File: config.mk
export PLATFORM = sky130hd
export DESIGN_NAME = pwm_timebase
export DESIGN_NICKNAME = d
export VERILOG_FILES = /design/src/rtl/pwm_timebase.sv
export SDC_FILE = /design/constraint.sdc
export NUM_CORES = 1
export LEC_CHECK = 0
export CORE_MARGIN = 4
export CORE_UTILIZATION = 52
export CTS_CLUSTER_SIZE = 16
export DETAILED_ROUTE_END_ITERATION = 8
export PLACE_DENSITY_LB_ADDON = 0.2
export RECOVER_POWER = 50
export SKIP_LAST_GASP = 1
export SYNTH_ARGS = -nofsm -noshare
export SYNTH_HDL_FRONTEND = slang
export SYNTH_SLANG_ARGS = --single-unit
File: constraint.sdc
create_clock -name clk_psc_i -period 2.7 [get_ports clk_psc_i]
set_input_delay 0.405 -clock clk_psc_i [delete_from_list [all_inputs] [get_ports clk_psc_i]]
set_output_delay 0.405 -clock clk_psc_i [all_outputs]
set_load 0.005 [all_outputs]
File: src/rtl/pwm_timebase.sv
// PWM time-base: prescaler plus up/down/center counter with shadowed PSC/ARR and update events; outputs registered, no backpressure.
// Define PWM_TB_RCR_EN to add a repetition counter that gates over/underflow UEVs.
module pwm_timebase #(
  parameter int PSC_WIDTH = 16,
  parameter int CNT_WIDTH = 16,
  parameter int REP_WIDTH = 8
) (
  input  logic                 clk_psc_i,
  input  logic                 rst_n_i,
  input  logic                 cen_i,
  input  logic [1:0]           mode_i,
  input  logic [PSC_WIDTH-1:0] psc_preload_i,
  input  logic [CNT_WIDTH-1:0] arr_preload_i,
  input  logic                 arpe_i,
  input  logic                 udis_i,
  input  logic                 ug_i,
  input  logic [REP_WIDTH-1:0] rep_preload_i,
  output logic [CNT_WIDTH-1:0] cnt_o,
  output logic                 dir_o,
  output logic                 ck_cnt_o,
  output logic                 uev_o
);

  typedef enum logic [1:0] {
    MODE_UP     = 2'b00,
    MODE_DOWN   = 2'b01,
    MODE_CENTER = 2'b10,
    MODE_UP_ALT = 2'b11
  } mode_t;

  localparam logic [CNT_WIDTH-1:0] CNT_ONE = CNT_WIDTH'(1);
  localparam logic [PSC_WIDTH-1:0] PSC_ONE = PSC_WIDTH'(1);

  mode_t                mode;
  logic [PSC_WIDTH-1:0] psc_cnt;
  logic [PSC_WIDTH-1:0] psc_shadow;
  logic [CNT_WIDTH-1:0] arr_shadow;
  logic [CNT_WIDTH-1:0] arr_eff;
  logic [CNT_WIDTH-1:0] cnt_nxt;
  logic                 dir_nxt;
  logic                 tick;
  logic                 flow;
  logic                 uev_set;

  assign mode    = mode_t'(mode_i);
  assign arr_eff = arpe_i ? arr_shadow : arr_preload_i;
  assign tick    = cen_i && (psc_cnt >= psc_shadow);

  // Prescaler restarts its phase on disable, on UG and after each tick.
  always_ff @(posedge clk_psc_i or negedge rst_n_i) begin
    if (!rst_n_i) begin
      psc_cnt <= '0;
    end else if (!cen_i || ug_i || tick) begin
      psc_cnt <= '0;
    end else begin
      psc_cnt <= psc_cnt + PSC_ONE;
    end
  end

  always_comb begin
    cnt_nxt = cnt_o;
    dir_nxt = dir_o;
    flow    = 1'b0;
    if (ug_i) begin
      cnt_nxt = (mode == MODE_DOWN) ? arr_preload_i : '0;
      dir_nxt = (mode == MODE_DOWN);
    end else if (tick) begin
      if (arr_eff == '0) begin
        // Degenerate period: counter pinned at zero, every tick wraps.
        cnt_nxt = '0;
        dir_nxt = (mode == MODE_DOWN);
        flow    = 1'b1;
      end else begin
        case (mode)
          MODE_DOWN: begin
            dir_nxt = 1'b1;
            if (cnt_o == '0 || cnt_o > arr_eff) begin
              cnt_nxt = arr_eff;
              flow    = 1'b1;
            end else begin
              cnt_nxt = cnt_o - CNT_ONE;
            end
          end
          MODE_CENTER: begin
            if (!dir_o) begin
              if (cnt_o >= arr_eff) begin
                dir_nxt = 1'b1;
                cnt_nxt = arr_eff - CNT_ONE;
                flow    = 1'b1;
              end else begin
                cnt_nxt = cnt_o + CNT_ONE;
              end
            end else begin
              if (cnt_o == '0) begin
                dir_nxt = 1'b0;
                cnt_nxt = CNT_ONE;
                flow    = 1'b1;
              end else begin
                cnt_nxt = cnt_o - CNT_ONE;
              end
            end
          end
          default: begin
            dir_nxt = 1'b0;
            if (cnt_o >= arr_eff) begin
              cnt_nxt = '0;
              flow    = 1'b1;
            end else begin
              cnt_nxt = cnt_o + CNT_ONE;
            end
          end
        endcase
      end
    end
  end

`ifdef PWM_TB_RCR_EN
  logic [REP_WIDTH-1:0] rep_cnt;
  logic                 rep_zero;

  assign rep_zero = (rep_cnt == '0);
  assign uev_set  = (flow && rep_zero && !udis_i) || ug_i;

  always_ff @(posedge clk_psc_i or negedge rst_n_i) begin
    if (!rst_n_i) begin
      rep_cnt <= '0;
    end else if (ug_i || (flow && rep_zero)) begin
      rep_cnt <= rep_preload_i;
    end else if (flow) begin
      rep_cnt <= rep_cnt - REP_WIDTH'(1);
    end
  end
`else
  logic unused_rep;

  assign unused_rep = ^rep_preload_i;
  assign uev_set    = (flow && !udis_i) || ug_i;
`endif

  // While stopped the shadows track the preloads so a restart uses fresh values.
  always_ff @(posedge clk_psc_i or negedge rst_n_i) begin
    if (!rst_n_i) begin
      psc_shadow <= '0;
      arr_shadow <= '0;
    end else if (!cen_i || uev_set) begin
      psc_shadow <= psc_preload_i;
      arr_shadow <= arr_preload_i;
    end
  end

  always_ff @(posedge clk_psc_i or negedge rst_n_i) begin
    if (!rst_n_i) begin
      cnt_o    <= '0;
      dir_o    <= 1'b0;
      ck_cnt_o <= 1'b0;
      uev_o    <= 1'b0;
    end else begin
      cnt_o    <= cnt_nxt;
      dir_o    <= dir_nxt;
      ck_cnt_o <= tick && !ug_i;
      uev_o    <= uev_set;
    end
  end

endmodule
# Word level (Yosys, flattened, before mapping)
# Index checks and enable logic that the tools add are counted.
[totals]
reg_bits = 67
latchBits = 0
ram_bits = 0
romBits = 0
mem_count = 0
[classes]
addsub = 4
multipliers = 0
n_div = 0
magnitude_cmp = 3
eq_ne = 2
shift = 0
mux = 26
bitwise_logic = 0
reduce_logical = 14
[op_table]
columns = ["operator", "n"]
rows = [
  ["$mux 16", 11],
  ["$add 16x1->16 const B", 2],
  ["$ge 16x16->1", 2],
  ["$logic_not 16->1", 2],
  ["$pmux 16 s2", 1],
  ["$sub 16x1->16 const B", 2],
  ["$gt 16x16->1", 1],
  ["$mux 1", 12],
  ["$logic_or 1x1->1", 5],
  ["$pmux 1 s2", 2],
  ["$logic_and 1x1->1", 3],
  ["$logic_not 1->1", 3],
  ["$eq 2x1->1 const B", 1],
  ["$eq 2x2->1 const B", 1],
  ["$reduce_bool 2->1", 1],
]

# Depth between registers and ports, before layout
[depth]
word_depth = 11
mapped_depth = 15

# Worst setup path before layout
# Ideal clock, no wire load.
[synth_timing]
path_kind = "input to register"
startpoint = "in arpe_i"
endpoint = "reg arr_shadow[11]"
setup_time_ns = 0.128
t_arrival_ns = 3.482
setup_slack_ns = -0.910
path_stages = 14
n_path_buf = 4
path_cell_list = "buf_6 > buf_2 > buf_2 > mux2i_1 > ha_1 > a41o_1 > a21oi_1 > o221a_2 > nand3_1 > nor2_2 > a311oi_2 > a21oi_2 > buf_6 > mux2_1"
[synth_via]
elab_chain_len = 11
elab_cells_between_ends = 15
classes_between = "order compare: 2; mux: 8; reduce/logical: 5"
[synth_rtl]
columns = ["element", "line_no", "rtl"]
rows = [
  ["start: declaration", "14", "input logic arpe_i,"],
  ["$mux 16 *", "46", "assign arr_eff = arpe_i ? arr_shadow : arr_preload_i;"],
  ["$ge 16x16->1 / $gt 16x16->1 (equally long branches)", "86, 105, 77", ""],
  ["$mux 1 / $logic_or 1x1->1 (equally long branches)", "86, 105, 77", ""],
  ["$mux 1, on equally long branches", "85, 77", ""],
  ["$pmux 1 s2", "74", "case (mode)"],
  ["$mux 1 *", "68", "if (arr_eff == '0) begin"],
  ["$mux 1 *", "67", "end else if (tick) begin"],
  ["$mux 1 *", "64", "if (ug_i) begin"],
  ["$logic_and 1x1->1 *", "137", "assign uev_set = (flow && !udis_i) || ug_i;"],
  ["$logic_or 1x1->1 *", "137", ""],
  ["$logic_or 1x1->1 *", "145", "end else if (!cen_i || uev_set) begin"],
  ["end signal: assignment", "147", "arr_shadow <= arr_preload_i;"],
  ["end: declaration", "37", "logic [CNT_WIDTH-1:0] arr_shadow;"],
]
# Mark *: on every way between the ends. The rest lies on a longest branch, timed or not.
# A chain may end at the register's enable or synchronous reset.

# Worst setup path after layout
# Same ends and word-level chain as after synthesis.

==> summary.txt <==
Timing
  – Final Critical Period: 3.60 ns
  – Final hold violations: 0
  – Pins Over Slew Limit: 33
  – Final setup TNS: -39.54 ns
  – Final setup margin: -0.898 ns
  – Skew final: 0.0198 ns
  – Final Cycle Share: 1.33
  – Max-slew headroom: -0.295
  – Fmax: 0.278 GHz
  – Final Hold Slack: 0.447 ns
  – RSZ-0062 raised after global routing: yes
  – Slew @ Worst Pin: 1.94 ns
  – Setup Viol. Count Final: 65

Final layout
  – Finished Layout Cells: 1038
  – Multi-input logic area: 0.00431 sq mm
  – Sequential Area: 0.00168 sq mm
  – Layout net count: 983
  – Final Util: 0.869
  – Synth-to-Final Area Change: 60.5%
  – Layout cell share with drive strength beyond 1: 0.415
  – Final instance area: 0.00909 sq mm
  – Fillers: 488

Power and ir drop
  – Maximum VDD drop: 0.358 mV
  – Pwr Total: 3.82 mW
  – Leak: 4.32 nW
  – Power per Cell Area: 420 mW/mm^2

Synthesis
  – Most common cell in the synthesized netlist: dfrtp_1
  – Ys flop type: dfrtp_1
  – Yosys top cell by area: dfrtp_1
  – Adder-Cell Fraction of Synth Area: 0.0862
  – #FFs+latches synth: 67
  – Synth async-reset ratio: 1.00
  – Seq/Total Area, Yosys: 0.296
  – EDFF count, synth: 0
  – Syn nets: 717
  – Synth top cells by count: dfrtp_1 (67), nand2_1 (50), nor2_1 (46)
  – Post-Syn Instances: 630
  – Synthesized area: 0.00566 sq mm
  – Xor-xnor portion of the synthesized cell area: 0.0789
  – Yosys top cell area share: 0.296
  – Synth Area in Compound Gates: 0.177
  – Synth area leaders: dfrtp_1 (30%), ha_1 (8.6%), mux2_4 (7.2%), xor2_1 (4.0%), xnor2_1 (3.9%)
  – Post-Synth Simple-Gate Area: 0.196
  – Largest family of logic cells by synthesized area: simple AND/OR/NAND/NOR gates
  – Post-synthesis cell type count: 71
  – Post-synthesis mux area share: 0.115
  – Synth warn: 0
  – Average cell area after synthesis: 8.99 sq um

Critical path
  – Worst EP required: 2.97 ns
  – Reg2reg start: arr_shadow[5]$_DFFE_PN0P_
  – Crit-path max cell delay: 0.88 ns
  – Buffers & Inverters on Critical Path: 6
  – Startpoint types: input pin
  – Cell family with the largest share of critical-path delay: simple AND/OR/NAND/NOR gates
  – Worst Path Arrival: 3.87 ns
  – Path depth of the worst reg2reg path: 15
  – Critical path, cell by cell: buf_6, buf_4, bufbuf_16, nor3_1, o22ai_1, nor3_4, nand3_2, buf_4, nand4_1, a21oi_4, buf_6, clkbuf_16, mux2_4
  – Worst reg2reg setup slack: -0.68 ns
  – Worst reg2reg endpoint: cnt_o[5]$_DFFE_PN0P_
  – Instance count on the critical path: 13
  – Crit end category: flip-flop
  – Critical path class: input pin to flip-flop
  – CP max FO: 8
  – CP max-delay cell: nor3_1

Global route
  – Vias in the first global route: 6824
  – Grt ovf: 0
  – Met1 usage: 0.436
  – Largest net degree at the start of global routing: 37
  – Initial antenna violation count: 2
  – GRT met3 Usage: 0.0933
  – GRT Total Usage: 0.384
  – GR peak layer: met2
  – GRT met2 Usage: 0.663
  – First-pass GRT wire length: 37600 um

Min path
  – Worst min-delay path startpoint: arr_preload_i[12]
  – Hold Path Stages: 3
  – Min-Delay Path Class: input pin to flip-flop
  – WHS Endpoint: arr_shadow[12]$_DFFE_PN0P_

Floorplan
  – Die Y: 112 um
  – Std-Cell Core Area: 0.0105 sq mm
  – I/O pins: 67
  – Initial core utilization: 0.541
  – Die Area: 0.0126 sq mm
  – Die W: 112 um
  – Row count: 37

Clocking
  – Cts-stage hold buffer count: 0
  – CTS tree: yes
  – Clock Pin Slew Worst Setup and Hold Paths: 0.09 ns
  – Worst-Skew Late Latency: 0.39 ns
  – Bufs on Longest Clock Path: 2
  – Num CTS Buffers: 9
  – H-tree Lvls: 3
  – Clock root buffer: clkbuf_8
  – Clock Sinks: 67

Route
  – WL/cell: 29.3 um
  – Total number of vias: 7345
  – DRC: 14
  – Final WL: 30400 um
  – Via-to-Cell Ratio: 7.08
  – DR pass1 iterations: 9
  – Antenna viol nets, final: 0
  – Drt initial violations: 1298

Place
  – DP Worst Slack: -1.26 ns
  – Placed cells: 970
  – Hpwl dp: 15500 um
  – Gpl congestion: 0.960
  – Placement-stage cell area: 0.00777 sq mm
  – IO buf count: 58

Outcome
  – Failing checks: design-rule violations, max-capacitance violations, max-slew violations, negative setup slack
  – Outcome: complete, but fails checks

Job
  – MaxCap Viol Count: 1
## kinds of logic (layout without fill, tap and decap cells)
| kind of cell | after synthesis | count (layout) |
|---|---|---|
| xor+xnor | 51 | 51 |
| buf+inv | 67 | 337 |
| fa+ha+maj | 39 | 39 |
| simple gates | 213 | 213 |
| flops | 67 | 67 |
| mux | 50 | 50 |
| compound gates | 143 | 144 |
| other cells | 0 | 1 |
## worst max path at each step
stage                                          from                    endpoint  slack (ns)
after floorplan                              arpe_i  arr_shadow[10]$_DFFE_PN0P_       -0.41
after global placement                       arpe_i        cnt_o[4]$_DFFE_PN0P_       -1.13
after detailed placement                     arpe_i        cnt_o[0]$_DFFE_PN0P_       -1.26
after CTS                 arr_shadow[9]$_DFFE_PN0P_   psc_shadow[0]$_DFFE_PN0P_       -0.34
after global routing                         arpe_i  arr_shadow[11]$_DFFE_PN0P_       -0.86
final                                        arpe_i  arr_shadow[11]$_DFFE_PN0P_       -0.90
## timing repair
item | CTS | global route
resized for setup | 62 | 91
gates cloned | 5 | 2
pin swaps | 27 | 43
setup buffers | 36 | 19
endpoints found under the setup margin | 65 | 66
## report_power, final
group	internal (mW)	total, mW	switching (mW)
Clock	0.442	0.974	0.533
Sequential	1.06	1.12	0.0597
Combinational	0.827	1.72	0.892
Total	2.33	3.82	1.48
## registers in the layout, indices dropped and copies added, names as in the netlist
name        flops
arr_shadow     16
ck_cnt_o        1
cnt_o          16
dir_o           1
psc_cnt        16
psc_shadow     16
uev_o           1
## layout by cell type, fill, tap and decap left out, types with 8 or more instances in the layout
master           instances
inv_1                   28
buf_4                  195
o21ai_0                 15
nand4_1                  9
ha_1                    32
nor3_1                  13
clkbuf_8                 9
a221o_1                  8
dfrtp_1                 67
and3_1                  12
a22oi_1                  9
xor2_1                  26
xnor2_1                 24
nand3_1                 22
buf_6                   20
clkdlybuf4s50_1         42
a21oi_1                 22
nand2_1                 48
nor2_1                  44
mux2_4                  35
## metal layers
| layer | vias up | part of all wire |
|---|---|---|
| met2 | 769 | 0.43 |
| met5 | - | 0 |
| li1 | 2856 | - |
| met1 | 3365 | 0.32 |
| met3 | 355 | 0.13 |
| met4 | 0 | 0.12 |
## worst register-to-register path, stage by stage, from the launching register on
cell,delay (ns)
dfrtp_1,0.43
mux2i_4,0.24
ha_4,0.26
a21oi_2,0.33
o21ai_2,0.12
buf_4,0.15
nand2_1,0.09
buf_4,0.14
nand3_4,0.12
buf_4,0.17
o211ai_1,0.26
buf_4,0.22
buf_8,0.15
nand2_1,0.08
a311oi_1,0.38
a221o_1,0.21
## cell type report
class                           count  area share
Antenna cell                        1    0.000275
Clock inverter                      7     0.00909
Inverter                           33      0.0142
Tap cell                          136      0.0187
Clock buffer                        9      0.0136
Sequential cell                    67       0.184
Timing Repair Buffer              288       0.286
Multi-Input combinational cell    497       0.474
No activity file was read; power rests on OpenSTA's default activity.
